[src/rtl/fpu_norm_round.sv]
// fpu_norm_round: normalize, round-to-nearest-even and pack a raw FP sum into IEEE-754 single.
// Define FPU_NORM_FAST_SHIFT_EN for a single-cycle leading-zero normalizer.
module fpu_norm_round (
  input  logic        clk,
  input  logic        rst_n,
  input  logic        in_valid,
  output logic        in_ready,
  input  logic        in_sign,
  input  logic [8:0]  in_exp,
  input  logic [27:0] in_mant,
  output logic        out_valid,
  input  logic        out_ready,
  output logic [31:0] data_out,
  output logic [3:0]  status_out
);
  typedef enum logic [2:0] {IDLE, NORM, ROUND, PACK, DONE} state_t;
  state_t state;
  logic sign, inx, stay, rnd_up, ovf, den;
  logic [9:0] exp, n_exp, r_exp;
  logic [27:0] mant, n_mant, r_mant, sum;
  assign in_ready = state == IDLE;
  assign out_valid = state == DONE;
`ifdef FPU_NORM_FAST_SHIFT_EN
  logic [9:0] lz, sh;
  always_comb begin
    lz = 10'd27;
    for (int i = 0; i <= 26; i++) if (mant[i]) lz = 10'(26 - i);
  end
  assign sh = lz < exp - 10'd1 ? lz : exp - 10'd1;
`endif
  always_comb begin
    n_mant = mant;
    n_exp = exp;
    stay = 1'b0;
    if (mant[27]) begin
      n_mant = {1'b0, mant[27:2], mant[1] | mant[0]};
      n_exp = exp + 10'd1;
    end else if (!mant[26] && exp > 10'd1) begin
`ifdef FPU_NORM_FAST_SHIFT_EN
      n_mant = mant << sh;
      n_exp = exp - sh;
`else
      n_mant = mant << 1;
      n_exp = exp - 10'd1;
      stay = !n_mant[26] && n_exp > 10'd1;
`endif
    end
  end
  // Ties go to the even neighbour; a rounding carry renormalizes in the same cycle.
  assign rnd_up = mant[2] && (mant[1] || mant[0] || mant[3]);
  assign sum = mant + (rnd_up ? 28'd8 : 28'd0);
  assign r_mant = sum[27] ? sum >> 1 : sum;
  assign r_exp = sum[27] ? exp + 10'd1 : exp;
  assign ovf = exp >= 10'd255;
  assign den = !mant[26];
  always_ff @(posedge clk) begin
    if (!rst_n) begin
      state <= IDLE;
      sign <= 1'b0;
      inx <= 1'b0;
      exp <= '0;
      mant <= '0;
      data_out <= '0;
      status_out <= '0;
    end else begin
      case (state)
        IDLE: if (in_valid) begin
          sign <= in_sign;
          exp <= in_exp == 9'd0 ? 10'd1 : {1'b0, in_exp};
          mant <= in_mant;
          inx <= 1'b0;
          state <= NORM;
        end
        NORM: if (mant == 28'd0) begin
          data_out <= '0;
          status_out <= 4'b1000;
          state <= DONE;
        end else begin
          mant <= n_mant;
          exp <= n_exp;
          state <= stay ? NORM : ROUND;
        end
        ROUND: begin
          mant <= r_mant;
          exp <= r_exp;
          inx <= |mant[2:0];
          state <= PACK;
        end
        PACK: begin
          data_out <= ovf ? {sign, 31'h7F800000} : {sign, den ? 8'd0 : exp[7:0], mant[25:3]};
          status_out <= ovf ? 4'b0101 : {~inx, 1'b0, den & inx, inx};
          state <= DONE;
        end
        DONE: if (out_ready) state <= IDLE;
        default: state <= IDLE;
      endcase
    end
  end
endmodule

[config.mk]
export PLATFORM = sky130hd
export DESIGN_NAME = fpu_norm_round
export DESIGN_NICKNAME = d
export VERILOG_FILES = /design/src/rtl/fpu_norm_round.sv
export SDC_FILE = /design/constraint.sdc
export NUM_CORES = 1
export LEC_CHECK = 0
export CAP_MARGIN = 15
export CORE_ASPECT_RATIO = 0.5
export CORE_MARGIN = 3
export CORE_UTILIZATION = 56
export CTS_CLUSTER_DIAMETER = 150
export DETAILED_ROUTE_END_ITERATION = 10
export PLACE_DENSITY = 0.89
export SLEW_MARGIN = 20
export SYNTH_ARGS = -nofsm -noshare
export SYNTH_HDL_FRONTEND = slang
export SYNTH_SLANG_ARGS = --single-unit
[constraint.sdc]
create_clock -name clk -period 3.25 [get_ports clk]
set_input_delay 0.65 -clock clk [delete_from_list [all_inputs] [get_ports clk]]
set_output_delay 0.65 -clock clk [all_outputs]
set_load 0.005 [all_outputs]
==> results of run 1 <==
==> power groups by stage <==
stage	combinational [mW]	clock, mW	sequential, mW
4_1_cts	2.76	1.05	1.54
6_report	2.85	1.05	1.55
5_1_grt	3.10	1.08	1.59
3_3_place_gp	2.66	0	1.54
3_5_place_dp	2.73	0	1.55
2_1_floorplan	2.21	0	1.35
==> area by class of cell <==
| class | instances | area, µm² | share of cell area, % |
|---|---|---|---|
| clock inverter | 6 | 68.82 | 1.025 |
| multi-input combinational | 573 | 3545 | 52.79 |
| clock buffer | 10 | 229.0 | 3.410 |
| timing repair buffer | 116 | 1076 | 16.02 |
| sequential | 79 | 1583 | 23.57 |
| inverter | 12 | 45.04 | 0.6708 |
| tap | 135 | 168.9 | 2.515 |
==> cells by family (layout without fill, tap and decap cells) <==
kind of cell | Yosys count | after routing | share of synthesized area, %
and+or+nand+nor | 269 | 269 | 25.01
AOI/OAI and AO/OA | 249 | 249 | 28.50
buffers and inverters | 88 | 144 | 8.499
muxes | 27 | 27 | 4.943
xor gates and xnor gates | 22 | 22 | 3.444
adders and majority gates | 6 | 6 | 1.342
DFF | 79 | 79 | 28.27
==> worst max-delay path, cell delays in order (launching register included) <==
cell,delay [ns]
dfxtp_1,0.50
and2_1,0.18
ha_1,0.28
and4_4,0.30
or4b_1,0.63
nor4_1,0.57
a22o_1,0.26
nand2_1,0.08
a21oi_2,0.15
==> placed cells by master, fill, tap and decap left out, drive strengths merged, types with 22 or more instances in the layout <==
cell type	Yosys	final
a21oi	56	56
o21ai	69	69
nor2	57	57
dfxtp	79	79
nor2b	30	30
buf	23	38
a22oi	28	28
clkdlybuf4s50	0	78
mux2i	22	22
a31oi	27	27
nand2	71	71
nand3	25	25
==> path summary, 6_finish.rpt <==
path,start,end,cells after the start
setup reg to reg,mant[2]$_SDFFE_PN0P_,mant[22]$_SDFFE_PN0P_,8
hold reg to reg,sign$_SDFFE_PN0P_,sign$_SDFFE_PN0P_,2
setup / recovery,mant[2]$_SDFFE_PN0P_,mant[22]$_SDFFE_PN0P_,8
hold / removal,sign$_SDFFE_PN0P_,sign$_SDFFE_PN0P_,2
==> per-layer routing <==
metal	vias to the layer above	wire length (µm)	global-route usage (%)
met5	-	0	0
met4	0	581	12.17
met3	73	1730	5.667
met2	391	7628	47.71
met1	2775	6967	39.37
li1	2803	-	-
==> through the flow <==
stage	utilization, %	instances	instance area (µm²)	total power, mW	hold WS, ns
after floorplan	-	740	5594	3.555	0.4439
after global placement	67.03	915	6416	4.205	0.4552
after detailed placement	67.03	915	6416	4.288	0.4918
after CTS	70.14	931	6714	5.348	0.4998
after global routing	70.16	931	6715	5.771	0.5442
final	70.16	931	6715	5.445	0.5013
==> flip-flops by register name, summed over array words and instances (netlist names) <==
name	cells
exp	10
mant	28
state	3
inx	1
sign	1
status_out	4
data_out	32
==> metrics.md, run 1 <==
| Metric | Value |
|---|---|
| Outcome | complete, no violations |
| Initial antenna violation count | 0 |
| Die Y | ~77 µm |
| Min-delay worst type | flop to flop |
| Post-synth EDFFs | 0 |
| Sequential cell fraction of total power | 28.5% |
| #FFs+latches synth | 79 |
| MaxCap Viol Count | 0 |
| CTS tree | yes |
| Layout area overhead | 20.04% |
| Setup Fix Bufs, Post-CTS | 0 |
| Drt wl/cell | ~18 µm |
| Core area | 9572 µm² |
| Number of global-route vias before repair | 5,834 |
| First-pass iteration count of the detailed router | 8 |
| Root Driver | clkbuf_16 |
| Cts repair resizes | 0 |
| Final min period | ~3.0 ns |
| Most frequent cells after synthesis | dfxtp_1 (79), nand2_1 (71), o21ai_0 (66), nor2_1 (57), a21oi_1 (53) |
| WP data arrival | 3.28 ns |
| Worst Tran Pin Value | 0.8751 ns |
| CP Data Required Time | between 3 and 4 ns |
| Final Cycle Share | 92.38% |
| Die Width | 147.3 µm |
| CTS buffer count | 9 |
| Prevailing post-synth register cell | dfxtp_1 |
| Crit-path max FO | 11 |
| R2R Setup Slk | approximately 0.25 ns |
| Setup ws final | between 0.2 and 0.25 ns |
| Gpl congestion | 0.9618 |
| Setup TNS Final | 0 ns |
| Mapped Cells | 740 |
| Layout cell share with drive strength beyond 1 | 11.06% |
| Post-route ant nets | 0 |
| Most common cell in the netlist | dfxtp_1 |
| Synth top area share | 28.27% |
| H-tree Lvls | 3 |
| Cell taking the most area after synthesis | dfxtp_1 |
| Rel. slew slack | 41.12% |
| Clock buffer depth | 2 |
| Die area | 11,300 µm² |
| Synth Warn # | 0 |
| CTS sink count | a little under 80 |
| N_diodes | 0 |
| Sw Share | between 40% and 50% |
| Initial Utilization | around three fifths |
| Final hold violations | 0 |
| Max Freq | 333.1 MHz |
| DR vias | 6,042 |
| Place WS | ~0.23 ns |
| Initial DRC Count | 779 |
| Post-synth cell types | 74 |
| Ys async rst share | 0% |
| Clock Skews | just under 0.005 ns |
| Final net count | approximately 840 |
| Filler cell count | between 700 and 800 |
| Setup violators final | 0 |
| Top post-synthesis cells by area | dfxtp_1 (28%), o21ai_0 (5.9%), nand2_1 (4.8%) |
| Tot GR Track Use | around 30% |
| # rows | 25 |
| IO Pins | 80 |
| Hold-fix buffers, CTS | 0 |
| Mapped Nets | 788 |
| Largest net degree at the start of global routing | 61 |
| Syn_area_per_cell | 7.560 µm² |
| Net switching power | between 2 and 3 mW |
| P_int | 2.925 mW |
| Post-synthesis sequential area ratio | 28.27% |
| Combinational power share | between 50% and 60% |
| Post-detail-place hpwl | approximately 12,000 µm |
| Pwr/cell area | between 800 and 900 nW/µm² |
| Crit Path Category | flop to flop |
| DRC | 0 |
| Global route total overflow | 0 |
| Pleak | 2.338 nW |
| CP Capture Type | flop |
| Max-slew violations | 0 |
| Clock-pin slew on the worst setup and hold paths | 0.06 ns |
| Worst vdd ir | 0.0004192 V |
| Worst-Skew Late Latency | 0.34 ns |
| CP startpoint kind | flop |
| Port bufs | approximately 80 |
| Via density | 6.490 |
| RSZ-0062 raised after global routing | false |
| Routed Wire Length | 16,910 µm |
| First-pass GRT wire length | 28,180 µm |
| Post-synthesis cell area | 5594 µm² |
| Clk pwr share | 19.2% |
No activity file was read; power rests on OpenSTA's default activity.
==> run 2, diff against run 1 <==
CTS_CLUSTER_SIZE = 24   (was default)
SLEW_MARGIN = default   (was 20)
==> results of run 2 <==
Final layout, timing and power as in run 1 (identical DEF).
